===== src/rtl/fetch_unit.sv =====
// Instruction fetch stage: issues word-aligned PCs to the memory arbiter and
// queues the returned words for decode. Optional counters: FETCH_PERF_CNT_EN.
module fetch_unit #(
    parameter logic [31:0] RESET_PC  = 32'h0000_0000,
    parameter int          BUF_DEPTH = 2
) (
    input  logic        clk_i,
    input  logic        rst_n_i,
    output logic [31:0] pc_o,
    input  logic [31:0] if_rdata_i,
    input  logic        hold_i,
    input  logic        redirect_i,
    input  logic [31:0] redirect_pc_i,
    output logic [31:0] instr_o,
    output logic [31:0] instr_pc_o,
    output logic        instr_valid_o,
    input  logic        id_ready_i,
    output logic        misalign_o,
    output logic [31:0] perf_fetched_o,
    output logic [31:0] perf_flushed_o
);

    localparam int PW = (BUF_DEPTH > 1) ? $clog2(BUF_DEPTH) : 1;
    localparam int CW = PW + 1;

    logic [31:0]   pc_q;
    logic          infl_v_q;
    logic [31:0]   infl_pc_q;
    logic          misalign_q;
    logic [31:0]   fifo_pc    [BUF_DEPTH];
    logic [31:0]   fifo_instr [BUF_DEPTH];
    logic [PW-1:0] rd_ptr;
    logic [PW-1:0] wr_ptr;
    logic [CW-1:0] count;

    logic          pop;
    logic          push;
    logic          issue;
    logic [CW:0]   occupancy;

    assign instr_valid_o = (count != '0);
    assign pop           = instr_valid_o & id_ready_i & ~redirect_i;
    assign push          = infl_v_q & ~hold_i & ~redirect_i;

    // Slots already claimed after this cycle's pop; issuing only when one is
    // left guarantees every kept response has room to land.
    always_comb begin
        occupancy = {1'b0, count} + (CW+1)'(infl_v_q) - (CW+1)'(pop);
        issue     = ~hold_i & ~redirect_i & (occupancy < (CW+1)'(BUF_DEPTH));
    end

    assign pc_o       = pc_q;
    assign misalign_o = misalign_q;
    assign instr_o    = instr_valid_o ? fifo_instr[rd_ptr] : 32'h0;
    assign instr_pc_o = instr_valid_o ? fifo_pc[rd_ptr]    : 32'h0;

    always_ff @(posedge clk_i) begin
        if (!rst_n_i) begin
            pc_q       <= {RESET_PC[31:2], 2'b00};
            infl_v_q   <= 1'b0;
            infl_pc_q  <= 32'h0;
            misalign_q <= 1'b0;
        end else begin
            misalign_q <= redirect_i & (|redirect_pc_i[1:0]);
            infl_v_q   <= issue;
            if (issue) begin
                infl_pc_q <= pc_q;
            end
            if (redirect_i) begin
                pc_q <= {redirect_pc_i[31:2], 2'b00};
            end else if (hold_i) begin
                // The in-flight response is void, so fetch that word again.
                if (infl_v_q) begin
                    pc_q <= infl_pc_q;
                end
            end else if (issue) begin
                pc_q <= pc_q + 32'd4;
            end
        end
    end

    always_ff @(posedge clk_i) begin
        if (!rst_n_i) begin
            rd_ptr <= '0;
            wr_ptr <= '0;
            count  <= '0;
        end else if (redirect_i) begin
            rd_ptr <= '0;
            wr_ptr <= '0;
            count  <= '0;
        end else begin
            if (push) begin
                wr_ptr <= wr_ptr + PW'(1);
            end
            if (pop) begin
                rd_ptr <= rd_ptr + PW'(1);
            end
            count <= count + CW'(push) - CW'(pop);
        end
    end

    // Storage needs no reset: the head is masked while the FIFO is empty.
    always_ff @(posedge clk_i) begin
        if (push) begin
            fifo_pc[wr_ptr]    <= infl_pc_q;
            fifo_instr[wr_ptr] <= if_rdata_i;
        end
    end

`ifdef FETCH_PERF_CNT_EN
    logic [31:0] fetched_q;
    logic [31:0] flushed_q;

    always_ff @(posedge clk_i) begin
        if (!rst_n_i) begin
            fetched_q <= 32'h0;
            flushed_q <= 32'h0;
        end else begin
            if (push) begin
                fetched_q <= fetched_q + 32'd1;
            end
            if (redirect_i) begin
                flushed_q <= flushed_q + 32'(count) + 32'(infl_v_q);
            end
        end
    end

    assign perf_fetched_o = fetched_q;
    assign perf_flushed_o = flushed_q;
`else
    assign perf_fetched_o = 32'h0;
    assign perf_flushed_o = 32'h0;
`endif

endmodule


===== config.mk =====
export PLATFORM = sky130hd
export DESIGN_NAME = fetch_unit
export DESIGN_NICKNAME = d
export VERILOG_FILES = /design/src/rtl/fetch_unit.sv
export SDC_FILE = /design/constraint.sdc
export NUM_CORES = 1
export LEC_CHECK = 0
export ABC_AREA = 1
export BUFFER_PORTS_ARGS = -buffer_cell sky130_fd_sc_hd__buf_2
export CAP_MARGIN = 20
export CORE_MARGIN = 1.5
export CORE_UTILIZATION = 58
export CTS_CLUSTER_SIZE = 25
export DETAILED_ROUTE_END_ITERATION = 7
export GPL_ROUTABILITY_DRIVEN = 0
export PLACE_DENSITY = 0.88
export SLEW_MARGIN = 15
export SYNTH_ARGS = -nofsm -noshare
export SYNTH_HDL_FRONTEND = slang
export SYNTH_SLANG_ARGS = --single-unit

===== constraint.sdc =====
create_clock -name clk_i -period 13.11 [get_ports clk_i]
set_clock_uncertainty 0.2 [all_clocks]
set_input_delay 1.9665 -clock clk_i [delete_from_list [all_inputs] [get_ports clk_i]]
set_output_delay 1.9665 -clock clk_i [all_outputs]
set_load 0.01 [all_outputs]

==> impl_metrics.toml, run 1 <==
[timing]
grt_setup_unrepaired = "false"
slew_headroom = 0.4381
worst_pin_slew_ns = 0.8420
drv_slew = 0
min_period_over_period = 0.3754
min_period_ns = 4.921
finalSetupViolCount = 0
max_clock_freq_mhz = 203.2
hold_violations = 0
setup_ws_ns = 8.189
tns_ns = 0

[yosys]
synth.distinct_cells = 36
yosys.area_share.simple = 0.1787
synthFlopType = "edfxtp_1"
ys_seq_area_frac = 0.5689
yosysMostFrequentCell = "nand2_1"
yosys.area_share.xor_xnor = 0.01230
yosysWarnings = 0
synth_common_cells = "259 x nand2_1, 162 x a21oi_1, 128 x edfxtp_1"
synth_mux_area_frac = 0
synthAdderAreaFrac = 0.007571
synth.avg_cell_area_um2 = 9.003
syn_area_um2 = 9255
synth_top_family_by_area = "simple AND/OR/NAND/NOR gates"
synth-async-reset-ratio = 0
netlist_instances = 1028
synth_edf_count = 128
yosys_register_bits = 199
synth_top_area_frac = 0.4153
yosys.area.top_type = "edfxtp_1"
synthTopCellsByArea = "edfxtp_1 42%, dfxtp_1 15%, nand2_1 11%, a21oi_1 8.8%, buf_4 5.3%"
synth_compound_area_frac = 0.1284

[setup_path]
arrival_ns = 5.08
r2r-start = "count[1]$_SDFF_PP0_"
r2r_slack_ns = 8.98
critical_path.max_fanout = 42
crit_type = "in -> reg"
worst_r2r_endpoint = "pc_o[6]$_SDFFE_PN0P_"
rr_worst_depth = 16
critPathLaunchType = "primary input"
critPathCaptureType = "flop"
required_ns = 13.27

[die]
chipWidth_um = 129.3
core_area_um2 = 15370
start_util = 0.6021
die_area_um2 = 16720
num_io_pins = 231
die_h_um = 129.3
num_rows = 45

[min_path]
hold_end = "fifo_pc[1][16]$_DFFE_PP_"
min_from = "infl_pc_q[16]$_SDFFE_PN0P_"
hold-path-cell-count = 0
worstHoldPathType = "reg -> reg"

[detailed_routing]
first_pass_iters = 5
wl_per_cell_um = 15.13
drc = 0
drtIter0Drc = 736
drt-vias-per-instance = 5.318
wl_mm = 21.05
via_count = 7397
ant_nets = 0

[clock_tree]
clk_root_buffer_cell = "clkbuf_16"
insertion_delay_ns = 0.44
cts.sinks = 199
cts_hold_buffers = 0
clockBufferDepth = 2
postCtsSetupBuffers = 0
cts_made_buffers = 17
cts_resized = 0
h-tree-depth = 4
cts_tree = "built"
path_clk_slew_ns = 0.07

[global_route]
grt_pass1_wl_mm = 32.55
grt_util_all_layers = 0.2521
grt_max_degree = 66
antenna_found_initial = 0
overflow = 0
grt_pass1_vias = 6606

[power]
ir_worst_vdd_v = 0.00009915
p_per_area_nw_per_um2 = 123.5
power.internal_mw = 0.9970
sw_frac_of_total = 0.2348
p_switching_mw = 0.3059
leakagePower_nw = 4.342
clkPwrFrac = 0.384
comb_power_share = 0.073
seq_power_share = 0.543

[placement]
hpwlAfterDp_mm = 13.75
numPortBuffers = 166
pre_cts_slack_ns = 7.604

[finish]
nets = 1241
fillCellCount = 1194
n_antenna_cell = 0
drive_gt1_frac = 0.2025
fin_util = 0.6861
multiInputGateArea_um2 = 3294
register_area_um2 = 5266
area_growth_pct = 13.95

[run]
drv_cap = 0

[status]
status = "completed"
==> power groups by stage <==
stage / Clock, mW / Combinational [mW] / Sequential (mW)
3_5_place_dp: 0 / 0.0931 / 0.720
6_report: 0.500 / 0.0955 / 0.707
3_3_place_gp: 0 / 0.0900 / 0.719
5_1_grt: 0.529 / 0.108 / 0.709
2_1_floorplan: 0 / 0.0749 / 0.715
4_1_cts: 0.503 / 0.0939 / 0.706
==> cells by family after synthesis <==
kind of cell,Yosys count
xor+xnor,13
other cells,1
compound gates,232
flops,199
simple gates,397
buf+inv,181
fa+ha+maj,5
==> flip-flops by register name, summed over array words and instances (netlist names), 2 cells and up, named ones only <==
register    count
fifo_instr     64
fifo_pc        64
infl_pc_q      32
pc_o           30
count           2
==> through the flow <==
stage | hold WS [ns] | cells | total power [mW] | area [um2]
6_report | 0.2560 | 1391 | 1.303 | 10550
2_1_floorplan | 0.2256 | 1091 | 0.7903 | 9492
3_3_place_gp | 0.2309 | 1357 | 0.8087 | 9933
5_1_grt | 0.2637 | 1391 | 1.347 | 10550
3_5_place_dp | 0.2420 | 1357 | 0.8131 | 9933
4_1_cts | 0.2568 | 1389 | 1.303 | 10500
==> cell type report <==
| type | count | area share |
|---|---|---|
| repair buffers | 172 | 0.08613 |
| flip-flops and latches | 199 | 0.4993 |
| inverters | 66 | 0.02349 |
| clock buffers | 19 | 0.04105 |
| clock inverters | 13 | 0.01258 |
| multi-input cells | 711 | 0.3124 |
| well taps | 211 | 0.02503 |
==> worst max path at each step <==
| stage | start | slack [ns] | cells past startpoint | end |
|---|---|---|---|---|
| final | redirect_i | 8.19 | 13 | pc_o[6]$_SDFFE_PN0P_ |
| after CTS | redirect_i | 8.04 | 10 | infl_pc_q[0]$_SDFFE_PN0P_ |
| after floorplan | hold_i | 7.49 | 3 | fifo_instr[1][0]$_DFFE_PP_ |
| after detailed placement | redirect_i | 7.60 | 10 | infl_pc_q[0]$_SDFFE_PN0P_ |
| after global placement | redirect_i | 7.80 | 10 | infl_pc_q[14]$_SDFFE_PN0P_ |
| after global routing | redirect_i | 7.91 | 13 | pc_o[8]$_SDFFE_PN0P_ |
==> layout by cell type (no fill, tap or decap), drive strengths merged <==
cell type  synthesis  routed
xor2               7       7
nand2            270     270
nand3             29      29
dfxtp             71      71
nor3               2       2
conb               1      64
or2                3       3
ha                 4       4
fa                 1       1
a31oi              2       2
clkbuf            32      19
nor2              89      89
nand4              2       2
clkinvlp           0       1
inv               66      66
bufinv             0       2
clkinv             0      10
xnor2              6       6
o221ai             1       1
o21bai             1       1
nand3b             2       2
o211ai             3       3
o21ai             60      60
a21oi            165     165
buf               82     172
edfxtp           128     128
==> worst max-delay path: stages <==
cell	delay, ns
buf_2	0.55
nor2_1	0.17
ha_1	0.32
inv_1	0.09
nand2_1	0.10
fa_1	0.39
xnor2_1	0.22
nand3_1	0.12
nand2_2	0.33
inv_2	0.36
nor2_1	0.19
o21ai_0	0.11
a21oi_1	0.14
==> routing by layer <==
metal / global-route usage / routed length, um / vias to the layer above / part of all wire
met3: 0.06069 / 1963 / 45 / 0.093
met2: 0.3971 / 9822 / 331 / 0.47
met1: 0.3383 / 8804 / 3452 / 0.42
met4: 0.1011 / 461 / 0 / 0.022
li1: - / - / 3569 / -
met5: 0 / 0 / - / 0
(Power assumes the default switching activity.)
==> run 2, diff against run 1 <==
CORE_UTILIZATION = 48   (was 58)
PLACE_DENSITY = 0.78   (was 0.88)
clock period = 4.2 ns   (was 13.11 ns; I/O delays follow)
==> run 2 against run 1 <==
Compared with the run above: worst setup slack got worse by 7.3 ns; sequential cell count unchanged; final cell count increased by 3.8%; largest cell class unchanged; critical endpoint unchanged; power increased to 3.1 times the previous value; routed wire length increased by 1.1%; clock power increased to 3.1 times the previous value.
==> impl_metrics.toml, run 2 (synthesis gave the netlist of run 1 again) <==
[global_route]
grt_pass1_vias = 6492
grt_util_all_layers = 0.2118
grt_max_degree = 65
overflow = 0
grt_pass1_wl_mm = 33.03
antenna_found_initial = 0

[timing]
finalSetupViolCount = 0
whs_ns = 0.1874
tns_ns = 0
drv_slew = 0
min_period_over_period = 0.7788
max_clock_freq_mhz = 305.7
grt_setup_unrepaired = "false"
worst_pin_slew_ns = 0.8452
min_period_ns = 3.271
slew_headroom = 0.4366
setup_ws_ns = 0.9290
hold_violations = 0

[placement]
pre_cts_slack_ns = 0.8357
hpwlAfterDp_mm = 14.22
place_area_um2 = 10040
numPortBuffers = 166
placed_cells = 1412

[clock_tree]
postCtsSetupBuffers = 0
clk_root_buffer_cell = "clkbuf_16"
h-tree-depth = 4
cts_resized = 0
insertion_delay_ns = 0.43
cts.sinks = 199
cts_hold_buffers = 0
path_clk_slew_ns = 0.08
cts_made_buffers = 17
clockBufferDepth = 2
cts_tree = "built"

[setup_path]
rr_worst_depth = 15
r2r-start = "count[1]$_SDFF_PP0_"
worst_r2r_endpoint = "pc_o[6]$_SDFFE_PN0P_"
critPathLaunchType = "flop"
slowest_delay_ns = 0.58
arrival_ns = 3.35
critPathCaptureType = "flop"
r2r_slack_ns = 0.93
critical_path.max_fanout = 42
crit_slowest_cell = "inv_2"
required_ns = 4.28
crit_family = "simple AND/OR/NAND/NOR gates"
crit_type = "reg -> reg"
critical_path.cell_chain = "nor2_4 > inv_1 > nand2_1 > nor2_1 > ha_1 > inv_1 > nand2_1 > fa_1 > xnor2_1 > nand3_1 > nand2_2 > inv_2 > nor2_1 > o21ai_0 > a21oi_1"
crit_buf_inv = 3

[detailed_routing]
first_pass_iters = 5
wl_mm = 21.29
drtIter0Drc = 563
drt-vias-per-instance = 5.023
drc = 0
ant_nets = 0
via_count = 7253
wl_per_cell_um = 14.74

[finish]
final_common_cell = "nand2_1"
n_antenna_cell = 0
design_area_um2 = 10610
nets = 1245
fillCellCount = 1647
drive_gt1_frac = 0.2086
reg_top3 = "fifo_instr: 64 flops, fifo_pc: 64 flops, infl_pc_q: 32 flops"
layout_common_cells = "259 x nand2_1, 166 x buf_2, 162 x a21oi_1"
fin_util = 0.5635
area_growth_pct = 14.64
fin_cells = 1444

[die]
die_h_um = 141.9
chipWidth_um = 141.9
num_rows = 50
num_io_pins = 231
start_util = 0.4915
core_area_um2 = 18830
die_area_um2 = 20120

[power]
p_total_mw = 4.081
ir_worst_vdd_v = 0.0002767
leakagePower_nw = 4.345
p_per_area_nw_per_um2 = 384.7

[min_path]
hold-path-cell-count = 1
worstHoldPathType = "in -> reg"
hold_end = "fifo_instr[1][1]$_DFFE_PP_"
min_from = "if_rdata_i[1]"

[status]
status = "completed"

[run]
drv_cap = 0
run 2: cell type report:
class                   instances  area, um2  area share
clock buffers                  18      429.2     0.04045
well taps                     260      325.3     0.03066
inverters                      66      247.7     0.02335
flip-flops and latches        199       5266      0.4963
multi-input cells             711       3294      0.3105
repair buffers                176      905.9     0.08538
clock inverters                14      141.4     0.01333
run 2: layer usage:
metal,part of all wire,global-route usage
met3,0.091,0.05130
met5,0,0
met2,0.48,0.3548
met1,0.42,0.2729
met4,0.013,0.06294
run 2: worst max path at each step:
stage / slack, ns / startpoint / cells past startpoint / end
after global routing: 0.60 / count[1]$_SDFF_PP0_ / 15 / pc_o[6]$_SDFFE_PN0P_
after global placement: 0.95 / id_ready_i / 14 / pc_o[6]$_SDFFE_PN0P_
after CTS: 0.92 / count[1]$_SDFF_PP0_ / 15 / pc_o[6]$_SDFFE_PN0P_
after floorplan: 0.98 / hold_i / 3 / fifo_instr[1][0]$_DFFE_PP_
after detailed placement: 0.84 / id_ready_i / 14 / pc_o[6]$_SDFFE_PN0P_
final: 0.93 / count[1]$_SDFF_PP0_ / 15 / pc_o[6]$_SDFFE_PN0P_
run 2: worst register-to-register path, stage by stage, from the launching register on:
cell	delay, ns
dfxtp_1	0.47
nor2_4	0.07
inv_1	0.07
nand2_1	0.09
nor2_1	0.15
ha_1	0.25
inv_1	0.05
nand2_1	0.05
fa_1	0.38
xnor2_1	0.16
nand3_1	0.10
nand2_2	0.20
inv_2	0.59
nor2_1	0.11
o21ai_0	0.10
a21oi_1	0.08
run 2: report_power, final:
part	internal, mW	switching [mW]	total, mW
logic	0.106	0.195	0.301
clock network	0.835	0.739	1.57
registers	2.13	0.0725	2.21
total	3.07	1.01	4.08
